==> config.mk <==
export PLATFORM = sky130hd
export DESIGN_NAME = rtc_access_scheduler
export DESIGN_NICKNAME = d
export VERILOG_FILES = /design/src/rtl/rtc_access_scheduler.sv
export SDC_FILE = /design/constraint.sdc
export NUM_CORES = 1
export LEC_CHECK = 0
export CAP_MARGIN = 20
export CORE_AREA = 2 2 87 89
export DETAILED_ROUTE_END_ITERATION = 8
export DIE_AREA = 0 0 89 91
export HOLD_SLACK_MARGIN = 0.02
export SYNTH_ARGS = -nofsm -noshare
export SYNTH_HDL_FRONTEND = slang
export SYNTH_SLANG_ARGS = --single-unit
export TNS_END_PERCENT = 5
==> constraint.sdc <==
create_clock -name i_clk -period 2.05 [get_ports i_clk]
set_input_delay 0.615 -clock i_clk [delete_from_list [all_inputs] [get_ports i_clk]]
set_output_delay 0.615 -clock i_clk [all_outputs]
set_load 0.05 [all_outputs]
==> src/rtl/rtc_access_scheduler.sv <==
// Arbitrates the shared RTC parallel bus between the write/config and read/refresh
// sequence ROMs: steps their addresses, issues periodic refresh reads, reports status.
module rtc_access_scheduler #(
    parameter int TICK_DIV    = 4,
    parameter int WR_LAST     = 93,
    parameter int RD_LAST     = 40,
    parameter int REFRESH_CYC = 100000
) (
    input  logic       i_clk,
    input  logic       i_rst,
    input  logic       i_req_wr,
    input  logic       i_req_rd,
    input  logic       i_listo_es,
    input  logic       i_listo_lee,
    output logic [6:0] o_addr_es,
    output logic       o_en_es,
    output logic [6:0] o_addr_lee,
    output logic       o_en_lee,
    output logic       o_bus_sel,
    output logic       o_busy,
    output logic       o_done_wr,
    output logic       o_done_rd,
    output logic       o_err_to
);
    localparam int             TW       = (TICK_DIV > 1) ? $clog2(TICK_DIV) : 1;
    localparam logic [TW-1:0]  TICK_MAX = TW'(TICK_DIV - 1);
    localparam logic [6:0]     WR_END   = 7'(WR_LAST);
    localparam logic [6:0]     RD_END   = 7'(RD_LAST);
    localparam logic [31:0]    REF_MAX  = 32'(REFRESH_CYC - 1);

    typedef enum logic [1:0] {IDLE, WR_RUN, RD_RUN, GAP} state_t;

    state_t         r_state, w_state;
    logic [TW-1:0]  r_tick, w_tick;
    logic [31:0]    r_refresh, w_refresh;
    logic           r_pend_wr, w_pend_wr, r_pend_rd, w_pend_rd;
    logic [6:0]     r_addr_es, w_addr_es, r_addr_lee, w_addr_lee;
    logic           r_en_es, w_en_es, r_en_lee, w_en_lee;
    logic           r_bus_sel, w_bus_sel, r_busy, w_busy;
    logic           r_done_wr, w_done_wr, r_done_rd, w_done_rd;
    logic           r_err_to, w_err_to;
    logic           w_grant_wr, w_grant_rd, w_step_end, w_ref_wrap;

    always_comb begin
        w_state    = r_state;
        w_tick     = r_tick;
        w_addr_es  = r_addr_es;
        w_en_es    = r_en_es;
        w_addr_lee = r_addr_lee;
        w_en_lee   = r_en_lee;
        w_bus_sel  = r_bus_sel;
        w_done_wr  = 1'b0;
        w_done_rd  = 1'b0;
        w_err_to   = r_err_to;
        w_grant_wr = 1'b0;
        w_grant_rd = 1'b0;
        w_step_end = (r_tick == TICK_MAX);
        w_ref_wrap = (r_refresh == REF_MAX);

        case (r_state)
            IDLE: begin
                if (r_pend_wr) begin
                    w_state    = WR_RUN;
                    w_grant_wr = 1'b1;
                    w_addr_es  = 7'd1;
                    w_en_es    = 1'b1;
                    w_tick     = '0;
                    w_bus_sel  = 1'b1;
                end else if (r_pend_rd) begin
                    w_state    = RD_RUN;
                    w_grant_rd = 1'b1;
                    w_addr_lee = 7'd1;
                    w_en_lee   = 1'b1;
                    w_tick     = '0;
                    w_bus_sel  = 1'b0;
                end
            end
            // listo is judged at the end of each step, so the last step always
            // gets its full TICK_DIV cycles on the bus before the sequence closes.
            WR_RUN: begin
                w_tick = w_step_end ? '0 : r_tick + TW'(1);
                if (w_step_end) begin
                    if (i_listo_es || (r_addr_es == WR_END)) begin
                        w_state   = GAP;
                        w_en_es   = 1'b0;
                        w_addr_es = 7'd0;
                        w_done_wr = i_listo_es;
                        w_err_to  = r_err_to | ~i_listo_es;
                    end else begin
                        w_addr_es = r_addr_es + 7'd1;
                    end
                end
            end
            RD_RUN: begin
                w_tick = w_step_end ? '0 : r_tick + TW'(1);
                if (w_step_end) begin
                    if (i_listo_lee || (r_addr_lee == RD_END)) begin
                        w_state    = GAP;
                        w_en_lee   = 1'b0;
                        w_addr_lee = 7'd0;
                        w_done_rd  = i_listo_lee;
                        w_err_to   = r_err_to | ~i_listo_lee;
                    end else begin
                        w_addr_lee = r_addr_lee + 7'd1;
                    end
                end
            end
            GAP: begin
                w_tick = w_step_end ? '0 : r_tick + TW'(1);
                if (w_step_end) w_state = IDLE;
            end
            default: w_state = IDLE;
        endcase

        w_busy    = (w_state != IDLE);
        // A request in the grant cycle is a new request and stays pending.
        w_pend_wr = (r_pend_wr & ~w_grant_wr) | i_req_wr;
        w_pend_rd = (r_pend_rd & ~w_grant_rd) | i_req_rd | w_ref_wrap;
        w_refresh = w_ref_wrap ? 32'd0 : r_refresh + 32'd1;
    end

    always_ff @(posedge i_clk) begin
        if (i_rst) begin
            r_state    <= IDLE;
            r_tick     <= '0;
            r_refresh  <= 32'd0;
            r_pend_wr  <= 1'b0;
            r_pend_rd  <= 1'b0;
            r_addr_es  <= 7'd0;
            r_en_es    <= 1'b0;
            r_addr_lee <= 7'd0;
            r_en_lee   <= 1'b0;
            r_bus_sel  <= 1'b0;
            r_busy     <= 1'b0;
            r_done_wr  <= 1'b0;
            r_done_rd  <= 1'b0;
            r_err_to   <= 1'b0;
        end else begin
            r_state    <= w_state;
            r_tick     <= w_tick;
            r_refresh  <= w_refresh;
            r_pend_wr  <= w_pend_wr;
            r_pend_rd  <= w_pend_rd;
            r_addr_es  <= w_addr_es;
            r_en_es    <= w_en_es;
            r_addr_lee <= w_addr_lee;
            r_en_lee   <= w_en_lee;
            r_bus_sel  <= w_bus_sel;
            r_busy     <= w_busy;
            r_done_wr  <= w_done_wr;
            r_done_rd  <= w_done_rd;
            r_err_to   <= w_err_to;
        end
    end

    assign o_addr_es  = r_addr_es;
    assign o_en_es    = r_en_es;
    assign o_addr_lee = r_addr_lee;
    assign o_en_lee   = r_en_lee;
    assign o_bus_sel  = r_bus_sel;
    assign o_busy     = r_busy;
    assign o_done_wr  = r_done_wr;
    assign o_done_rd  = r_done_rd;
    assign o_err_to   = r_err_to;

endmodule

==> results.md, run 1 <==
* Status: finished, final reports clean
* Pwr Density at slightly above 700 nW/µm²
* Leak at ~1.2 nW
* EDFF count, synth at 0
* Commonest non-fill, non-tap cells in the layout: 59 x dfxtp_1, 35 x nor2_1, 33 x buf_4, 28 x a21oi_1, 20 x nand2_1
* Post-CTS Setup Inserts at 0
* Setup CP Type: flip-flop to flip-flop
* IO Port Bufs at 26
* Switching share of power at between 20% and 30%
* R2R setup slack at around 180 ps
* Yosys cell types at 47
* Diode count at 0
* Via/cell ratio at between 5 and 6
* Post-route DRC violation count at 0
* Dpl cell area at between 3000 and 4000 µm²
* Finish-stage setup viols at 0
* Adder-Cell Fraction of Synth Area at 2.674%
* CP Launch Type: flip-flop
* Post-DP HPWL at 4334 µm
* Clk_skew at 7.697 ps
* Sequential share of the synthesized area at about 42%
* Setup TNS at 0 ps
* VDD IR max at 0.3193 mV
* Share of cells above drive strength 1 at ~15%
* Syn Area/Cell at roughly 8.6 µm²
* RSZ-0062 raised after global routing: no
* Simple-gate area share of the yosys netlist at between 20 and 30%
* Post-synthesis mux area share at less than 1%
* Comb pwr share at 9.2%
* CTS Root Cell: clkbuf_8
* Post-synthesis xor/xnor area fraction at between 6 and 7%
* Min cycle time layout at between 1500 and 2000 ps
* Largest net degree at the start of global routing at 30
* Synthesized instance count at between 300 and 400
* Maximum fanout along the worst path at 19
* Clk slew on worst S/H paths at approximately 60 ps
* Antenna violations before repair at 0
* Final ANT Viol Nets at 0
* Inserted Clock Buffers at 9
* Synth Register Bits at slightly below 60
* Final instance area at between 3000 and 4000 µm²
* Site Rows at 31
* Area growth, synth to finish at 21.26%
* Period utilization at 91.09%
* # fillers at 713
* Vias in the first global route at approximately 2300
* Complex-gate fraction of the synthesized area at between 10% and 20%
* Mapped Area at ~2800 µm²
* Routed len/inst at between 10 and 15 µm
* Max-Cap Viols at 0
* Nets at between 300 and 400
* Die area at ~8100 µm²
* Die width at roughly 89 µm
* Core Area at between 7000 and 8000 µm²
* GRT Total Usage at between 15 and 20%
* Max Root-Sink Buffers at 2
* Sequential power share at between 40% and 50%
* Total grt overflow at 0
* First-pass GRT wire length at between 10000 and 15000 µm
* Hold Crit Class: flip-flop to flip-flop
* Crit end category: flip-flop
* Min Hold Slack at approximately 470 ps
* Post-synth ARST share at 0%
* Worst-margin pin slew at 619.7 ps
* Top Ports at 27
* Slew margin rel. at 58.10%
* Leading area contributor after synthesis: dfxtp_1
* Synth top area cells: dfxtp_1 42%, a21oi_1 5.0%, nor2_1 4.7%, xor2_1 3.4%, nand3_1 3.2%
* CTS hold repair buffers at 0
* P_int at 0.001831 W
* Synth warn at 0
* Largest family of logic cells by synthesized area: simple AND/OR/NAND/NOR gates
* Final WL at around 6300 µm
* Yosys top cell area share at between 40% and 50%
* Fmax at approximately 540 MHz
* Clk Latency, worst-skew pair at 330 ps
* Clock tree from TritonCTS: yes
* WP data arrival at 2140 ps
* DR iter-0 viols at 88
* CTS sink cnt at between 50 and 60
* Via count at ~2500
* Gpl congestion at roughly 0.85
* Switching pwr at approximately 0.0006 W
* Max-slew violations at 0
* Commonest non-fill, non-tap cell in the layout: dfxtp_1
* CTS H-tree depth at 3
* Chip Height at a little over 90 µm
* Ys flop type: dfxtp_1
* FF+latch area at 1181 µm²
* Syn Nets at between 300 and 400
* Area of the multi-input gates at between 1500 and 2000 µm²
* Share of total power in the clock network at 41.7%
* TritonRoute pass-1 iters at 5
* Starting Density at roughly 39%
* Final Hold Vio Count at 0
* WP data required at around 2300 ps
==> cell type report <==
type                       count  area share [%]
clock buffer                  15           5.476
clock inverter                 1          0.1470
inverter                      13           1.433
multi-input combinational    244           44.76
sequential                    59           34.69
tap                           99           3.638
timing repair buffer          41           9.849
==> metal layers <==
layer	track usage [%]	routed length, µm
met5	0	0
met4	7.463	98
met3	3.273	214
met2	24.69	2910
met1	22.15	3029
==> synthesized netlist by cell type (2+ instances only) <==
cell type	instances
a211oi_1	4
a21o_1	3
a21oi_1	28
a31o_2	2
a31oi_1	3
and2_1	2
and4_1	10
buf_2	4
buf_4	2
clkbuf_1	5
dfxtp_1	59
ha_1	6
inv_1	13
nand2_1	20
nand2b_1	2
nand3_1	18
nand4_1	11
nor2_1	35
nor3_1	4
nor3b_1	2
nor4_1	6
nor4b_1	3
o21ai_0	13
o21ba_2	2
o31ai_1	12
or3_1	9
or4_1	11
xnor2_1	9
xor2_1	11
==> per-stage QoR <==
step                      utilization, %  worst slack (ps)  instances  power (W)
final                              47.70             182.6        472   0.002434
after global routing               47.70             26.71        472   0.002558
after CTS                          47.70             169.7        472   0.002472
after detailed placement           45.06             139.5        456   0.001449
after global placement             45.06             171.8        456   0.001445
after floorplan                        -             215.7        327   0.001368
==> registers in the layout, indices dropped and copies added, names as in the netlist <==
register / flops
o_addr_lee: 7
o_busy: 1
o_en_lee: 1
o_bus_sel: 1
o_addr_es: 7
o_done_rd: 1
r_tick: 2
r_refresh: 32
o_err_to: 1
r_pend_rd: 1
r_pend_wr: 1
o_done_wr: 1
o_en_es: 1
r_state: 2
==> cells by family after synthesis <==
family	after synthesis
simple gates	141
compound gates	76
flops	59
buf+inv	24
xor+xnor	20
fa+ha+maj	6
mux	1
==> worst max-delay path: stages, from the launching register on <==
cell     delay (ps)
dfxtp_1         460
and4_1          290
nand3_2         310
or4_1           600
a21oi_1         140
==> path summary, 6_finish.rpt <==
check,startpoint,end,cells past startpoint
max reg2reg,r_refresh[5],r_refresh[27],4
min,r_refresh[0],r_refresh[0],1
max,r_refresh[5],r_refresh[27],4
min reg2reg,r_refresh[0],r_refresh[0],1
==> power groups by stage <==
stage                     clock network, W  logic [W]  registers, W
final                              0.00101   0.000223       0.00120
after global placement                   0   0.000223       0.00122
after global routing               0.00111   0.000247       0.00120
after floorplan                          0   0.000104       0.00126
after detailed placement                 0   0.000225       0.00122
after CTS                          0.00105   0.000226       0.00120
==> timing repair <==
item | 4_1_cts | 5_1_grt
endpoints found under the setup margin | 2 | 0
resized for setup | 2 | 0
endpoints found under the hold margin | 0 | 0
No activity file was read; power rests on OpenSTA's default activity.
==> run 2, diff against run 1 <==
--- a/config.mk
+++ b/config.mk
@@ -9,6 +9,7 @@
 export CORE_AREA = 2 2 87 89
 export DETAILED_ROUTE_END_ITERATION = 8
 export DIE_AREA = 0 0 89 91
+export GPL_TIMING_DRIVEN = 0
 export HOLD_SLACK_MARGIN = 0.02
 export SYNTH_ARGS = -nofsm -noshare
 export SYNTH_HDL_FRONTEND = slang
==> run 2 against run 1 <==
Against the previous run: final area decreased by 1.9%; non-clock buffer count decreased by 4; power decreased by 5.2%; sequential share of layout area increased by 0.69 points; combinational power decreased by 8%; core utilization decreased by 0.93 points; first-iteration DRC count decreased by 6.8%; register-to-register slack got worse by 50 ps; die area unchanged; setup slack got worse by 77 ps; wire length increased by 1.5%; sequential cell count unchanged; largest cell class unchanged; largest power group unchanged.
==> results.md, run 2 (synthesized netlist as in run 1, its figures left out) <==
* Chip Height at 91 µm (unchanged)
* Core Area at 7137 µm² (unchanged)
* Site Rows at 31 (unchanged)
* Max Root-Sink Buffers at 2 (unchanged)
* Post-route DRC violation count at 0 (unchanged)
* Top cell family by delay on the critical path: buffers and inverters (was simple AND/OR/NAND/NOR gates)
* Finish-stage setup viols at 0 (unchanged)
* Pwr Density at 691.0 nW/µm² (was 714.9 nW/µm²)
* HP Start: o_err_to (was r_refresh[0])
* RSZ-0062 raised after global routing: yes (was no)
* Slew margin rel. at 64.13% (was 58.10%)
* Diode count at 0 (unchanged)
* P_int at 0.001705 W (was 0.001831 W)
* Share of total power in the clock network at 39.1% (was 41.7%)
* Sequential power share at 52.0% (was 49.2%)
* Period utilization at 94.86% (was 91.09%)
* Max-Cap Viols at 0 (unchanged)
* Hold depth at 2 (was 1)
* Vias in the first global route at 2225 (was 2252)
* Switching share of power at 26.11% (was 24.78%)
* WHS Endpoint: o_err_to (was r_refresh[0])
* R2R cell count at 7 (was 4)
* First-pass GRT wire length at 10660 µm (was 10470 µm)
* Leak at 1.187 nW (was 1.198 nW)
* Antenna violations before repair at 0 (unchanged)
* Post-CTS Setup Inserts at 0 (unchanged)
* Worst r2r dst: r_refresh[24] (was r_refresh[27])
* Commonest non-fill, non-tap cells in the layout: 59 x dfxtp_1, 35 x nor2_1, 28 x a21oi_1, 21 x dlygate4sd2_1, 20 x nand2_1 (was 59 x dfxtp_1, 35 x nor2_1, 33 x buf_4, 28 x a21oi_1, 20 x nand2_1)
* CTS sink cnt at 59 (unchanged)
* Final Hold Vio Count at 0 (unchanged)
* Maximum fanout along the worst path at 6 (was 19)
* Worst-margin pin slew at 530.6 ps (was 619.7 ps)
* Hold Crit Class: flip-flop to flip-flop (unchanged)
* Gpl congestion at 0.7633 (was 0.8450)
* Clock tree from TritonCTS: yes (unchanged)
* Final ANT Viol Nets at 0 (unchanged)
* Die area at 8099 µm² (unchanged)
* CP max stage delay at 560 ps (was 600 ps)
* Switching pwr at 0.0006022 W (was 0.0006032 W)
* Min cycle time layout at 1945 ps (was 1867 ps)
* Post-DP HPWL at 4428 µm (was 4334 µm)
* Clk slew on worst S/H paths at 70 ps (was 60 ps)
* Die width at 89 µm (unchanged)
* Worst path buffer plus inverter count at 1 (was 0)
* Commonest non-fill, non-tap cell in the layout: dfxtp_1 (unchanged)
* Max reg flops at 32 (unchanged)
* Share of cells above drive strength 1 at 8.152% (was 15.28%)
* Nets at 376 (was 380)
* Routed len/inst at 13.58 µm (was 13.25 µm)
* # fillers at 763 (was 713)
* TritonRoute pass-1 iters at 6 (was 5)
* IO Port Bufs at 26 (unchanged)
* Inserted Clock Buffers at 9 (unchanged)
* Reg-to-reg startpoint: r_refresh[0] (was r_refresh[5])
* Layout Utilization at 46.77% (was 47.70%)
* Final total power at 0.002307 W (was 0.002434 W)
* Comb pwr share at 8.9% (was 9.2%)
* WP data arrival at 1330 ps (was 2140 ps)
* Max-slew violations at 0 (unchanged)
* CP Launch Type: flip-flop (unchanged)
* R2R setup slack at 130 ps (was 180 ps)
* Largest net degree at the start of global routing at 11 (was 30)
* CTS Root Cell: clkbuf_8 (unchanged)
* Via/cell ratio at 5.435 (was 5.377)
* VDD IR max at 0.3743 mV (was 0.3193 mV)
* DR iter-0 viols at 82 (was 88)
* WP data required at 1430 ps (was 2320 ps)
* Setup CP Type: flip-flop to output pin (was flip-flop to flip-flop)
* Fmax at 514.2 MHz (was 535.5 MHz)
* GRT Total Usage at 16.29% (was 16.32%)
* Largest Register: r_refresh (unchanged)
* Via count at 2538 (unchanged)
* Status: finished, final reports clean (unchanged)
* Starting Density at 39.34% (unchanged)
* Critical-path cell list: dlygate4sd2_1 (was and4_1 > nand3_2 > or4_1 > a21oi_1)
* Clk Latency, worst-skew pair at 330 ps (about the same)
* Crit end category: output pin (was flip-flop)
* Final WL at 6344 µm (was 6253 µm)
* Top Ports at 27 (unchanged)
* Area growth, synth to finish at 18.89% (was 21.26%)
* CTS H-tree depth at 3 (unchanged)
* Total grt overflow at 0 (unchanged)
* Clk_skew at 7.234 ps (was 7.697 ps)
* Cell at the slowest stage of the critical path: dlygate4sd2_1 (was or4_1)
[run 2: area by class of cell]
class | count | area (µm²) | area share, %
multi-input cells | 244 | 1526 | 45.73
flip-flops and latches | 59 | 1181 | 35.38
clock inverters | 3 | 15.01 | 0.4498
clock buffers | 12 | 145.1 | 4.348
plain buffers | 11 | 63.81 | 1.912
inverters | 13 | 48.80 | 1.462
repair buffers | 26 | 234.0 | 7.009
well taps | 99 | 123.9 | 3.711
[run 2: worst max-delay path by stage]
stage | startpoint | end | cells after the start
finish | o_addr_lee[1] | o_addr_lee[1] | 1
global route | r_refresh[0] | r_refresh[24] | 7
CTS | r_refresh[0] | r_refresh[6] | 8
detailed placement | i_rst | r_refresh[6] | 5
global placement | i_rst | r_refresh[9] | 5
floorplan | o_addr_lee[0] | o_busy | 5
[run 2: what timing repair did]
| action | in CTS | in global routing |
|---|---|---|
| gates resized for setup | 22 | 5 |
| setup endpoints to repair | 24 | 21 |
| hold buffers | 0 | 0 |
[run 2: tightest hold or removal path, stage by stage, from the launching register on]
cell      delay (ps)
dfxtp_1          320
nand2b_1          50
o31ai_1           50
[run 2: metrics by stage]
stage | cell area [µm²] | cells | setup TNS (ps) | worst slack, ps | hold WS [ps]
finish | 3338 | 467 | 0 | 105.4 | 454.5
global route | 3338 | 467 | -103.6 | -56.23 | 483.9
CTS | 3328 | 467 | 0 | 56.88 | 458.6
detailed placement | 3192 | 452 | -319.7 | -45.44 | 448.4
global placement | 3192 | 452 | -339.5 | -35.79 | 443.2
floorplan | 2808 | 327 | 0 | 215.7 | 426.1
[run 2: power groups by stage]
stage | logic [W] | clock network [W] | registers (W)
2_1_floorplan | 0.000104 | 0 | 0.00126
3_3_place_gp | 0.000210 | 0 | 0.00123
3_5_place_dp | 0.000212 | 0 | 0.00123
4_1_cts | 0.000204 | 0.000929 | 0.00120
5_1_grt | 0.000228 | 0.000974 | 0.00120
6_report | 0.000205 | 0.000902 | 0.00120
[run 2: per-layer routing]
metal  vias up  GRT usage, %  share of wire [%]
met3        10         3.000                3.5
li1       1280             -                  -
met2        47         23.51                 45
met1      1201         23.30                 49
met5         -             0                  0
met4         0         7.463                2.0
